## config.mk

```make
export PLATFORM = sky130hd
export DESIGN_NAME = state_serializer
export DESIGN_NICKNAME = d
export VERILOG_FILES = /design/src/rtl/ascon_pack.sv /design/src/rtl/state_serializer_word_counter.sv /design/src/rtl/state_serializer.sv
export SDC_FILE = /design/constraint.sdc
export NUM_CORES = 1
export LEC_CHECK = 0
export CAP_MARGIN = 20
export CORE_ASPECT_RATIO = 1.4
export CORE_UTILIZATION = 25
export DETAILED_ROUTE_END_ITERATION = 8
export PLACE_DENSITY_LB_ADDON = 0.12
export SKIP_CTS_REPAIR_TIMING = 1
export SLEW_MARGIN = 15
export SYNTH_ARGS = -nofsm -noshare
export SYNTH_HDL_FRONTEND = slang
export SYNTH_SLANG_ARGS = --single-unit
```

## constraint.sdc

```tcl
create_clock -name clock_i -period 2.7 [get_ports clock_i]
set_input_delay 0.405 -clock clock_i [delete_from_list [all_inputs] [get_ports clock_i]]
set_output_delay 0.405 -clock clock_i [all_outputs]
set_load 0.05 [all_outputs]
```

## src/rtl/ascon_pack.sv

```systemverilog
// ascon_pack: shared ASCON types and constants.
//   type_word    : one 64-bit lane of the state.
//   type_state   : full 320-bit state; element k is lane xk.
//   type_ser_fsm : state encoding of the state_serializer FSM.
// Constants:
//   NB_WORDS_C      : number of lanes in type_state.
//   WORD_W_C        : width of one lane.
//   TAG_START_IDX_C : first lane streamed when only the tag (x3, x4) is sent.
package ascon_pack;
  localparam int NB_WORDS_C = 5;
  localparam int WORD_W_C   = 64;
  localparam logic [2:0] TAG_START_IDX_C = 3'd3;

  typedef logic [WORD_W_C-1:0] type_word;
  typedef type_word [NB_WORDS_C-1:0] type_state;

  typedef enum logic {
    IDLE = 1'b0,
    SEND = 1'b1
  } type_ser_fsm;
endpackage

```

## src/rtl/state_serializer_word_counter.sv

```systemverilog
// word_counter: 3-bit lane index counter for state_serializer.
// Ports:
//   clock_i     : system clock, rising edge.
//   reset_i     : synchronous active-high reset, count returns to 0.
//   start_i     : load start_val_i into the counter (has priority over inc_i).
//   start_val_i : first index of a new stream.
//   inc_i       : advance by one; ignored once the last index is reached.
//   count_o     : current index.
//   is_last_o   : count_o equals LAST_IDX.
module word_counter #(
  parameter int LAST_IDX = 4
) (
  input  logic       clock_i,
  input  logic       reset_i,
  input  logic       start_i,
  input  logic [2:0] start_val_i,
  input  logic       inc_i,
  output logic [2:0] count_o,
  output logic       is_last_o
);
  logic [2:0] count_q;
  logic [2:0] count_d;
  logic       is_last;

  assign is_last = (count_q == 3'(LAST_IDX));

  always_comb begin
    count_d = count_q;
    if (start_i) begin
      count_d = start_val_i;
    end else if (inc_i && !is_last) begin
      // Saturate at the last index so the counter never walks past x4.
      count_d = count_q + 3'd1;
    end
  end

  always_ff @(posedge clock_i) begin
    if (reset_i) begin
      count_q <= 3'd0;
    end else begin
      count_q <= count_d;
    end
  end

  assign count_o   = count_q;
  assign is_last_o = is_last;
endmodule

```

## src/rtl/state_serializer.sv

```systemverilog
// state_serializer: reader end of the ASCON 320-bit state register.
// Captures a type_state snapshot on load_i and streams it out as 64-bit
// words x0..x4 over a valid/ready handshake.
// Optional build macro: SER_TAG_MODE_EN adds tag_mode_i; when set with an
// accepted load only x3 and x4 are streamed.
// Ports:
//   clock_i    : system clock, rising edge.
//   reset_i    : synchronous active-high reset; abandons a stream, no done_o.
//   tag_mode_i : (SER_TAG_MODE_EN only) sampled with an accepted load.
//   load_i     : capture strobe for data_i.
//   data_i     : state snapshot, element k = xk.
//   busy_o     : FSM is in SEND (also serves as the FSM state observation).
//   valid_o    : word_o holds a valid word.
//   ready_i    : downstream accepts word_o this cycle.
//   word_o     : current output word.
//   idx_o      : index of word_o.
//   last_o     : word_o is the final word of the snapshot.
//   done_o     : one-cycle pulse after the final word transfers.
// Handshake: a word transfers on a rising edge where valid_o && ready_i.
// Once valid_o rises, word_o/idx_o/last_o stay stable and valid_o stays high
// until that transfer happens (no retraction).
module state_serializer
  import ascon_pack::*;
#(
  parameter int NB_WORDS = NB_WORDS_C,
  parameter int WORD_W   = WORD_W_C
) (
  input  logic              clock_i,
  input  logic              reset_i,
`ifdef SER_TAG_MODE_EN
  input  logic              tag_mode_i,
`endif
  input  logic              load_i,
  input  type_state         data_i,
  output logic              busy_o,
  output logic              valid_o,
  input  logic              ready_i,
  output logic [WORD_W-1:0] word_o,
  output logic [2:0]        idx_o,
  output logic              last_o,
  output logic              done_o
);
  type_ser_fsm state_q, state_d;
  type_state   shadow_q, shadow_d;
  logic        done_q, done_d;

  logic [2:0]  idx;
  logic        idx_is_last;
  logic        xfer;
  logic        final_xfer;
  logic        load_acc;
  logic [2:0]  start_idx;
  logic [WORD_W-1:0] word_sel;

  assign xfer       = (state_q == SEND) && ready_i;
  assign final_xfer = xfer && idx_is_last;
  // A new snapshot may only replace the shadow once the old one is fully out.
  assign load_acc   = load_i && ((state_q == IDLE) || final_xfer);

`ifdef SER_TAG_MODE_EN
  assign start_idx = tag_mode_i ? TAG_START_IDX_C : 3'd0;
`else
  assign start_idx = 3'd0;
`endif

  word_counter #(
    .LAST_IDX (NB_WORDS - 1)
  ) u_word_counter (
    .clock_i     (clock_i),
    .reset_i     (reset_i),
    .start_i     (load_acc),
    .start_val_i (start_idx),
    .inc_i       (xfer),
    .count_o     (idx),
    .is_last_o   (idx_is_last)
  );

  always_comb begin
    state_d  = state_q;
    shadow_d = shadow_q;
    done_d   = final_xfer;
    if (load_acc) begin
      // Covers the back-to-back case: a load on the final transfer keeps SEND.
      state_d  = SEND;
      shadow_d = data_i;
    end else if (final_xfer) begin
      state_d = IDLE;
    end
  end

  always_ff @(posedge clock_i) begin
    if (reset_i) begin
      state_q  <= IDLE;
      shadow_q <= '0;
      done_q   <= 1'b0;
    end else begin
      state_q  <= state_d;
      shadow_q <= shadow_d;
      done_q   <= done_d;
    end
  end

  always_comb begin
    word_sel = '0;
    for (int k = 0; k < NB_WORDS; k++) begin
      if (idx == 3'(k)) begin
        word_sel = shadow_q[k];
      end
    end
  end

  assign busy_o  = (state_q == SEND);
  assign valid_o = (state_q == SEND);
  assign word_o  = word_sel;
  assign idx_o   = idx;
  assign last_o  = (state_q == SEND) && idx_is_last;
  assign done_o  = done_q;
endmodule

```

### After elaboration in Yosys (flattened, before gate mapping)

Cells that the tools add are included.

* register bits: 325
* input bits: 324
* output and inout port bits: 71

* add/sub/neg operators: 1
* eq/ne operators: 4
* mux-type cells: 7
* bitwise operators: 1
* reductions and logical operators: 10

Operator list (number)
* 64-bit two-way mux: 5
* 3-bit by 2-bit == test with 1-bit output (second input constant): 2
* 1-bit logical AND: 5
* 3-bit by 1-bit adder with 3-bit output (second input constant): 1
* 3-bit by 1-bit == test with 1-bit output (second input constant): 1
* 3-bit == test (second input constant): 1
* 3-bit zero test: 1
* 1-bit two-way mux: 2
* 2-bit nonzero test: 1
* 2-bit OR reduction: 1
* 1-bit zero test: 1
* 1-bit logical OR: 1
* 1-bit inverter: 1

### Depth between registers and ports, before layout

Gate-level depths: netlist (run 1).

* depth in word-level cells: 6
* gate-level depth with buffers: 8
* depth with buffers taken out: 5

### Hierarchy

Synthesis (run 1) repeated with hierarchy kept, for this count alone.

* cells, all modules: 1863
* area, all modules: 14591.5 um^2

Modules (own cells, without submodules)
* state_serializer: instances 1, cells each 1842, area an instance 14405.1 um^2
* word_counter: instances 1, cells each 21, area an instance 186.4 um^2

### Least setup slack after synthesis (run 1)

OpenSTA, ideal clock, no wires.

* path type: register -> output
* start point: register u_word_counter.count_q[0], in the netlist u_word_counter.count_o[0]
* end point: output word_o[13]
* arrival time: 2.188 ns
* data required time: 2.295 ns
* path slack: 0.107 ns
* stages on the path, launching flop included: 8
* cells stage by stage: dfxtp_1 inv_1 ha_1 nand2_1 clkbuf_1 clkbuf_1 nand3_1 nand3_1

* word-level cells in the longest chain between the ends: 6
* elaborated cells between the ends (all ways): 10
* classes of those cells: eq/ne: 4; mux: 5; reduce/logical: 1

RTL lines
* start: declaration: line state_serializer_word_counter.sv:21 `logic [2:0] count_q;`
* start signal: assignment: line state_serializer_word_counter.sv:41 `count_q <= count_d;`
* 3-bit zero test: line state_serializer.sv:106 `if (idx == 3'(k)) begin`
* 64-bit two-way mux (4 in series): line state_serializer.sv:106
* 64-bit two-way mux *: line state_serializer.sv:106
* end: declaration: line state_serializer.sv:38 `output logic [WORD_W-1:0] word_o,`

Mark *: on every way between the ends. The rest lies on a longest branch, timed or not.

### Final worst setup path (run 1)

* start point: register u_word_counter.count_q[0], in the netlist u_word_counter.count_o[0]
* end point: output word_o[57]

Same word-level chain as after synthesis.

==> results of run 1 <==
-- power breakdown --
part           internal, W  switching [W]  leakage (nW)
registers          0.00512       0.000172          2.67
logic              0.00149        0.00128          6.77
clock network      0.00294        0.00219         0.586
-- worst min-delay path, delay by kind of cell --
family                 cells  cell delay (ns)
buffers and inverters      1             0.39
and+or+nand+nor            1             0.06
muxes                      1             0.06
-- final cells by class --
class | count | area (sq um)
Fill cell | 7066 | 43600
Tap cell | 928 | 1160
Multi-Input combinational cell | 1431 | 10400
Clock buffer | 62 | 1160
Sequential cell | 325 | 6510
Timing Repair Buffer | 492 | 6140
Clock inverter | 5 | 25.0
Antenna cell | 8 | 20.0
Inverter | 3 | 18.8
-- synthesized netlist by cell type, drive strengths merged --
library cell	n	area share
a2111oi	1	0.00050
a211o	64	0.032
a211oi	2	0.00086
a21boi	1	0.00043
a21oi	65	0.019
and2	1	0.00036
and3	1	0.00036
and3b	1	0.00050
buf	63	0.029
clkbuf	110	0.024
dfxtp	325	0.37
ha	5	0.0036
inv	3	0.00064
mux2i	320	0.18
nand2	66	0.014
nand2b	640	0.23
nand3	129	0.037
nand3b	64	0.028
nand4	1	0.00036
nor2	1	0.00021
nor2b	64	0.023
nor3b	1	0.00043
o21ai	2	0.00057
or2	1	0.00036
or3	1	0.00036
-- path summary, 6_finish.rpt --
path / cells after the start / end / slack [ns]
worst max-delay path: 7 / word_o[57] / -0.04
worst min-delay path: 3 / shadow_q[169] / 0.42
worst min register to register: 2 / shadow_q[137] / 0.47
worst max register to register: 10 / shadow_q[264] / 0.34
-- cells by family (layout without fill, tap and decap cells) --
| kind of cell | after synthesis | count (layout) |
|---|---|---|
| flops | 325 | 325 |
| buf+inv | 176 | 562 |
| simple gates | 971 | 971 |
| mux | 320 | 320 |
| fa+ha+maj | 5 | 5 |
| compound gates | 135 | 135 |
| other cells | 0 | 8 |
-- metrics by stage --
step                      utilization  setup WS [ns]  cell area (sq um)
after floorplan                     -          0.107              17500
after global placement          0.335          0.176              23100
after detailed placement        0.335          0.165              23100
after CTS                       0.352         -0.449              24300
after global routing            0.369         -0.129              25500
final                           0.369        -0.0442              25500
-- state kept, by name, summed over array words and instances, names as in the netlist --
name / cells
done_o: 1
u_word_counter.count_o: 3
busy_o: 1
shadow_q: 320
-- layer usage --
metal	up-vias	wire (microns)	global-route usage
met4	4	1470	0.0529
met1	7025	28200	0.208
met2	368	32400	0.281
met5	-	27	0
met3	79	3460	0.0337
li1	7152	-	-
==> results by group, run 1 <==
Worst hold path
  • Worst hold-check path type: in -> reg
  • Hold Startpoint: data_i[169]

Global route
  • Initial antenna violation count: 11
  • Total GRT Usage: 0.165
  • Global-route wire length before repair: a little over 90000 microns
  • Largest net degree at the start of global routing: roughly 90
  • Vias in the first global route: 14.8k
  • Gr ovfl total: 0

Drt
  • Final WL: around 66000 microns
  • Routed via count: between 10k and 15k
  • Via density: about 4.5
  • Drt first pass iters: 5
  • Post-DR wirelength/cell: ~20 microns
  • ANT nets after route: 0
  • Initial DRC count: approximately 750
  • DRC: 0

Logic synthesis
  • Post-Synth Simple-Gate Area: 0.334
  • Yosys warns: 0
  • Synth Area in XOR/XNOR: 0
  • Post-synthesis compound-gate area fraction: 0.0531
  • Syn Nets: approximately 2.3k
  • Post-Synth Adder-Cell Area: 0.00358
  • Register area share after synthesis: 0.373
  • Mapped Area: approximately 17000 sq um
  • Cell count after synthesis: 1932
  • Mux share of post-synthesis cell area: 0.183
  • Register bit total from synthesis: ~330
  • Largest family of logic cells by synthesized area: simple AND/OR/NAND/NOR gates
  • Cell variety after synth: 28
  • Syn_area_per_cell: approximately 9 sq um

STA
  • Crit path time final: between 2 and 3 ns
  • Relative slew slack: 0.553
  • Fin crit share: 1.02
  • RSZ-0062 raised after global routing: true
  • Fin. max-slew vios: 0
  • Final setup viols: 11
  • Hold Vio Cnt, Final: 0
  • Worst-margin pin slew: 0.671 ns
  • Final worst slack: -0.0442 ns
  • F_max: about 360 MHz
  • Final TNS setup: -0.257 ns
  • Worst hold slack: between 0.4 and 0.5 ns
  • Clk_skew: around 0.014 ns

Pwr
  • Final Power: about 0.013 W
  • Pleak: 10.0 nW
  • Maximum vdd drop: 0.326 mV
  • Pwr per Cell Area: between 500 and 600 nW/um^2

Clocking
  • Sink Count: around 330
  • H-tree Lvls: 2
  • Worst skew pair latency: between 0.5 and 0.6 ns
  • Worst-path clk slew: 0.06 ns
  • CTS tree: built
  • Root Buffer: clkbuf_16
  • CTS Buf Count: 40
  • Deepest clock path buffer count: 3

Critical path
  • Reg2reg start: u_word_counter.count_o[1]
  • Critical path origin: u_word_counter.count_o[0]
  • CP max-delay cell: dfxtp_2
  • Top Family by Delay on Critical Path: adder cells
  • CP Data Arrival Time: 2.34 ns
  • Buffer and inverter count on the worst path: 2
  • CP Class: reg -> out
  • Critical path peak fanout: 39
  • CP startpoint kind: flop
  • CP most frequent cell: buf_12
  • Critical Path RT: around 2.3 ns
  • CP Capture Type: output port
  • CP Cell Sequence: ha_1, ha_4, or2_4, buf_12, a211o_1, nand3_1, buf_12
  • Max stage delay on crit path: roughly 0.32 ns

Cells and area
  • Final net count: between 2k and 3k
  • Finished Layout Cells: 3254
  • Area Overhead vs Synth: 45.9%
  • Commonest cells after routing, fill and taps aside: nand2b_1, clkdlybuf4s50_1, dfxtp_1
  • Layout cells sized above 1: 0.127
  • Most common cell after layout, fill and taps aside: nand2b_1

Die
  • FP Rows: roughly 110
  • IO Pins: a little under 400
  • DIE WIDTH: roughly 230 microns
  • Full die area: a little over 70000 sq um
  • Core area: approximately 69000 sq um
  • Die Height: 315 microns
  • Starting Density: 0.253

Placed design
  • Placed insts: around 3.1k
  • Hpwl dp: ~40000 microns
  • GPL Wtd Cong: about 0.74
  • I/O Buffers: slightly below 400

Run status
  • Outcome: complete, but fails checks
  • Failing checks: negative setup slack

Run
  • Max cap viols: 0
No activity file was read; power rests on OpenSTA's default activity.
==> inputs of run 2 (changes only) <==
--- a/config.mk
+++ b/config.mk
@@ -15,3 +15,4 @@
 export SYNTH_ARGS = -nofsm -noshare
 export SYNTH_HDL_FRONTEND = slang
 export SYNTH_SLANG_ARGS = --single-unit
+export TNS_END_PERCENT = 50
==> results by group, run 2 (synthesized netlist as in run 1, its figures left out) <==
Run status
  • Outcome: complete, but fails checks (unchanged)
  • Failing checks: negative setup slack (unchanged)

Drt
  • DRC: 0 (unchanged)
  • Via density: 4.49 (was 4.50)
  • Drt first pass iters: 4 (was 5)
  • Initial DRC count: 746 (was 753)
  • Routed via count: 14.6k (about the same)
  • ANT nets after route: 0 (unchanged)
  • Post-DR wirelength/cell: 20.1 microns (about the same)
  • Final WL: 65300 microns (was 65600 microns)

Pwr
  • Pwr per Cell Area: 519 nW/um^2 (was 518 nW/um^2)
  • Maximum vdd drop: 0.327 mV (was 0.326 mV)
  • Pleak: 9.99 nW (was 10.0 nW)

STA
  • RSZ-0062 raised after global routing: true (unchanged)
  • Fin crit share: 1.02 (about the same)
  • Hold Vio Cnt, Final: 0 (unchanged)
  • Clk_skew: 0.0150 ns (was 0.0137 ns)
  • Final TNS setup: -0.283 ns (was -0.257 ns)
  • Worst-margin pin slew: 0.668 ns (was 0.671 ns)
  • Fin. max-slew vios: 0 (unchanged)
  • Crit path time final: 2.75 ns (was 2.74 ns)
  • F_max: 364 MHz (about the same)
  • Relative slew slack: 0.554 (was 0.553)
  • Worst hold slack: 0.423 ns (about the same)
  • Final setup viols: 12 (was 11)
  • Final worst slack: -0.0458 ns (was -0.0442 ns)

Clocking
  • Root Buffer: clkbuf_16 (unchanged)
  • H-tree Lvls: 2 (unchanged)
  • Worst-path clk slew: 0.06 ns (about the same)
  • Deepest clock path buffer count: 3 (unchanged)
  • CTS Buf Count: 40 (unchanged)
  • CTS tree: built (unchanged)
  • Worst skew pair latency: 0.56 ns (was 0.55 ns)
  • Sink Count: 325 (unchanged)

Die
  • DIE WIDTH: 225 microns (unchanged)
  • FP Rows: 114 (unchanged)
  • Starting Density: 0.253 (unchanged)
  • IO Pins: 395 (unchanged)
  • Full die area: 70900 sq um (unchanged)
  • Die Height: 315 microns (unchanged)
  • Core area: 69000 sq um (unchanged)

Cells and area
  • Largest register FFs: 320 (unchanged)
  • Design Area, Final: 25400 sq um (was 25500 sq um)
  • Area Overhead vs Synth: 45.6% (was 45.9%)
  • Layout cells sized above 1: 0.124 (was 0.127)
  • FILL cells: 7080 (was 7066)
  • Final net count: 2621 (was 2622)
  • Most common cell after layout, fill and taps aside: nand2b_1 (unchanged)
  • Reg with most FFs: shadow_q (unchanged)
  • Commonest cells after routing, fill and taps aside: nand2b_1, clkdlybuf4s50_1, dfxtp_1 (unchanged)

Critical path
  • CP startpoint kind: flop (unchanged)
  • Critical Path RT: 2.30 ns (about the same)
  • CP Data Arrival Time: 2.34 ns (about the same)
  • Critical path peak fanout: 39 (unchanged)
  • CP Class: reg -> out (unchanged)
  • CP Capture Type: output port (unchanged)
  • R2R depth: 10 (unchanged)

Placed design
  • Placement Cell Area: 23100 sq um (unchanged)
  • Hpwl dp: 40400 microns (unchanged)
  • GPL Wtd Cong: 0.742 (unchanged)
  • I/O Buffers: 394 (unchanged)

Worst hold path
  • Hold Crit Depth: 3 (unchanged)
  • Worst hold-check path type: in -> reg (unchanged)

Global route
  • Global-route wire length before repair: 90500 microns (unchanged)
  • Total GRT Usage: 0.165 (unchanged)
  • Gr ovfl total: 0 (unchanged)
  • Initial antenna violation count: 11 (unchanged)
  • Largest net degree at the start of global routing: 88 (unchanged)
  • Vias in the first global route: 14.8k (unchanged)

Run
  • Max cap viols: 0 (unchanged)
## run 2: cell count changes in the layout (fill, tap and decap cells not counted)
cell | previous run | this run
clkbuf_16 | 54 | 53
nand3_1 | 64 | 70
nand3_2 | 65 | 59
## run 2: power by group
| group | leakage [nW] | internal (W) | switching (W) |
|---|---|---|---|
| Combinational | 6.73 | 0.00149 | 0.00128 |
| Clock | 0.586 | 0.00294 | 0.00220 |
| Sequential | 2.67 | 0.00512 | 0.000171 |
## run 2: area by class of cell
class,instances,area (sq um),area share
flip-flops and latches,325,6510,0.256
multi-input cells,1431,10400,0.409
clock inverters,5,25.0,0.000984
clock buffers,62,1160,0.0458
repair buffers,491,6110,0.241
inverters,3,18.8,0.000738
well taps,928,1160,0.0457
diodes,8,20.0,0.000788
## run 2: per-layer routing
layer | vias up | track usage | share of wire
met5 | - | 0 | 0.00041
met4 | 4 | 0.0529 | 0.024
met3 | 83 | 0.0337 | 0.049
met2 | 349 | 0.281 | 0.49
met1 | 7035 | 0.208 | 0.43
li1 | 7150 | - | -
## run 2: stage by stage
| step | power (W) | utilization | std cells | setup WS (ns) |
|---|---|---|---|---|
| after floorplan | 0.00676 | - | 1932 | 0.107 |
| after global placement | 0.00803 | 0.335 | 3132 | 0.176 |
| after detailed placement | 0.00804 | 0.335 | 3132 | 0.165 |
| after CTS | 0.0133 | 0.352 | 3199 | -0.449 |
| after global routing | 0.0138 | 0.368 | 3252 | -0.130 |
| final | 0.0132 | 0.368 | 3253 | -0.0458 |
## run 2: worst paths after layout
kind / to / slack (ns) / start
worst max-delay path: word_o[57] / -0.05 / u_word_counter.count_o[0]
worst min-delay path: shadow_q[169] / 0.42 / data_i[169]
worst max register to register: shadow_q[264] / 0.34 / u_word_counter.count_o[1]
worst min register to register: shadow_q[223] / 0.47 / shadow_q[223]
## run 2: critical path, cell delays in order (launching register included)
cell and delay, ns:
dfxtp_2 0.32, ha_1 0.22, ha_4 0.17, or2_4 0.25, buf_12 0.20, a211o_1 0.31, nand3_1 0.13, buf_12 0.15
==> inputs of run 3 (changes only) <==
--- a/config.mk
+++ b/config.mk
@@ -6,12 +6,12 @@
 export NUM_CORES = 1
 export LEC_CHECK = 0
 export CAP_MARGIN = 20
-export CORE_ASPECT_RATIO = 1.4
+export CORE_ASPECT_RATIO = 1.2
 export CORE_UTILIZATION = 25
 export DETAILED_ROUTE_END_ITERATION = 8
 export PLACE_DENSITY_LB_ADDON = 0.12
 export SKIP_CTS_REPAIR_TIMING = 1
-export SLEW_MARGIN = 15
+export SLEW_MARGIN = 30
 export SYNTH_ARGS = -nofsm -noshare
 export SYNTH_HDL_FRONTEND = slang
 export SYNTH_SLANG_ARGS = --single-unit
==> constraint.sdc (replaced) <==
create_clock -name clock_i -period 2.6 [get_ports clock_i]
set_input_delay 0.39 -clock clock_i [delete_from_list [all_inputs] [get_ports clock_i]]
set_output_delay 0.39 -clock clock_i [all_outputs]
set_load 0.05 [all_outputs]
==> results by group, run 3 (synthesized netlist as in run 1, its figures left out) <==
Drt
  • Routed via count: 14.3k (was 14.6k)
  • Post-DR wirelength/cell: 19.7 microns (was 20.1 microns)
  • DRC: 0 (unchanged)
  • Initial DRC count: 685 (was 746)
  • Drt first pass iters: 5 (was 4)
  • ANT nets after route: 0 (unchanged)
  • Via density: 4.46 (was 4.49)
  • Final WL: 63000 microns (was 65300 microns)

Global route
  • Largest net degree at the start of global routing: 112 (was 88)
  • Initial antenna violation count: 4 (was 11)
  • Total GRT Usage: 0.163 (was 0.165)
  • Gr ovfl total: 0 (unchanged)
  • Vias in the first global route: 14.8k (unchanged)
  • Global-route wire length before repair: 89800 microns (was 90500 microns)

STA
  • Hold Vio Cnt, Final: 0 (unchanged)
  • Clk_skew: 0.0142 ns (was 0.0150 ns)
  • RSZ-0062 raised after global routing: true (unchanged)
  • F_max: approximately 360 MHz
  • Final TNS setup: -5.38 ns (was -0.283 ns)
  • Worst-margin pin slew: 0.683 ns (was 0.668 ns)
  • Fin. max-slew vios: 0 (unchanged)
  • Final worst slack: -0.143 ns (was -0.0458 ns)
  • Worst hold slack: 0.387 ns (was 0.423 ns)
  • Crit path time final: between 2 and 3 ns
  • Fin crit share: 1.05
  • Relative slew slack: 0.543 (was 0.554)
  • Final setup viols: 64 (was 12)

Pwr
  • Final Power: 0.0142 W (was 0.0132 W)
  • Pwr per Cell Area: 575 nW/um^2 (was 519 nW/um^2)
  • Maximum vdd drop: 0.319 mV (was 0.327 mV)
  • Pleak: 9.76 nW (was 9.99 nW)

Critical path
  • Critical path origin: u_word_counter.count_o[0] (unchanged)
  • Critical path peak fanout: 6 (was 39)
  • Critical Path RT: 2.21 ns (was 2.30 ns)
  • CP startpoint kind: flop (unchanged)
  • CP Data Arrival Time: 2.35 ns (was 2.34 ns)
  • CP max-delay cell: a211o_1 (was dfxtp_2)
  • CP Capture Type: output port (unchanged)
  • CP Class: reg -> out (unchanged)
  • CP Cell Sequence: buf_6, ha_4, buf_12, clkbuf_16, nand3b_1, a211o_1, nand3_2, buf_6 (was ha_1, ha_4, or2_4, buf_12, a211o_1, nand3_1, buf_12)
  • Reg2reg start: u_word_counter.count_o[0] (was u_word_counter.count_o[1])
  • Top Family by Delay on Critical Path: buffers and inverters (was adder cells)
  • Buffer and inverter count on the worst path: 4 (was 2)
  • Max stage delay on crit path: 0.36 ns (was 0.32 ns)
  • CP most frequent cell: buf_6 (was buf_12)

Die
  • IO Pins: 395 (unchanged)
  • FP Rows: 105 (was 114)
  • DIE WIDTH: 243 microns (was 225 microns)
  • Full die area: 70900 sq um (about the same)
  • Core area: 68700 sq um (was 69000 sq um)
  • Die Height: 292 microns (was 315 microns)
  • Starting Density: 0.254 (was 0.253)

Clocking
  • CTS tree: built (unchanged)
  • Worst-path clk slew: 0.06 ns (about the same)
  • Sink Count: 325 (unchanged)
  • Deepest clock path buffer count: 3 (unchanged)
  • Worst skew pair latency: 0.55 ns (was 0.56 ns)
  • CTS Buf Count: 42 (was 40)
  • Root Buffer: clkbuf_16 (unchanged)
  • H-tree Lvls: 2 (unchanged)

Cells and area
  • Commonest cells after routing, fill and taps aside: nand2b_1, clkdlybuf4s50_1, dfxtp_1 (unchanged)
  • Layout cells sized above 1: 0.116 (was 0.124)
  • Most common cell after layout, fill and taps aside: nand2b_1 (unchanged)
  • Area Overhead vs Synth: 42.0% (was 45.6%)
  • FILL cells: 6980 (was 7080)
  • Final net count: 2589 (was 2621)
  • Largest register FFs: 320 (unchanged)
  • Reg with most FFs: shadow_q (unchanged)
  • Finished Layout Cells: 3201 (was 3253)

Placed design
  • Placed insts: 3103 (was 3132)
  • Hpwl dp: 40400 microns (about the same)
  • I/O Buffers: 394 (unchanged)
  • GPL Wtd Cong: 0.781 (was 0.742)

Worst hold path
  • Hold Startpoint: reset_i (was data_i[169])
  • Worst hold-check path type: in -> reg (unchanged)

Run status
  • Failing checks: negative setup slack (unchanged)
  • Outcome: complete, but fails checks (unchanged)

Run
  • Max cap viols: 0 (unchanged)
-- run 3: changes by cell type in the layout (fill, tap and decap cells not counted), sizes merged --
cell,change
clkinv,-1
clkbuf,+1
diode,-7
buf,-30
clkinvlp,+2
clkdlybuf4s50,-1
bufinv,+3
-- run 3: path summary, 6_finish.rpt --
| check | endpoint | slack [ns] | cells past startpoint |
|---|---|---|---|
| hold / removal | shadow_q[240] | 0.39 | 3 |
| hold reg to reg | shadow_q[202] | 0.47 | 2 |
| setup reg to reg | shadow_q[217] | 0.45 | 9 |
| setup / recovery | word_o[63] | -0.14 | 8 |
-- run 3: routing by layer --
layer,vias to the layer above,wire [microns],global-route usage
li1,7093,-,-
met1,6777,29000,0.209
met2,324,30000,0.276
met3,81,2590,0.0312
met4,4,1360,0.0466
met5,-,23,0
-- run 3: cell type report --
class,instances,area [sq um],share of cell area
Antenna cell,1,2.50,0.000101
Clock buffer,66,1290,0.0522
Clock inverter,9,125,0.00505
Inverter,3,13.8,0.000555
Multi-Input combinational cell,1431,10400,0.420
Sequential cell,325,6510,0.263
Tap cell,909,1140,0.0459
Timing Repair Buffer,457,5290,0.213
-- run 3: worst reg2reg max path: stages (launching register included) --
cell      delay [ns]
dfxtp_2         0.34
buf_6           0.13
inv_4           0.07
ha_4            0.15
buf_6           0.17
nand3_1         0.16
a21boi_4        0.22
buf_4           0.24
buf_12          0.30
mux2i_1         0.29
-- run 3: through the flow --
stage | instance area (sq um) | worst slack [ns] | util
5_1_grt | 24800 | -0.219 | 0.361
6_report | 24800 | -0.143 | 0.361
2_1_floorplan | 17500 | 0.0222 | -
4_1_cts | 23600 | -0.401 | 0.343
3_5_place_dp | 22200 | 0.227 | 0.323
3_3_place_gp | 22200 | 0.243 | 0.323
-- run 3: where the power goes --
part / switching, W / internal, W / total (W) / leakage, nW
registers: 0.000181 / 0.00531 / 0.00549 / 2.67
clock network: 0.00234 / 0.00370 / 0.00605 / 0.692
logic: 0.00130 / 0.00140 / 0.00271 / 6.40
total: 0.00383 / 0.0104 / 0.0142 / 9.76
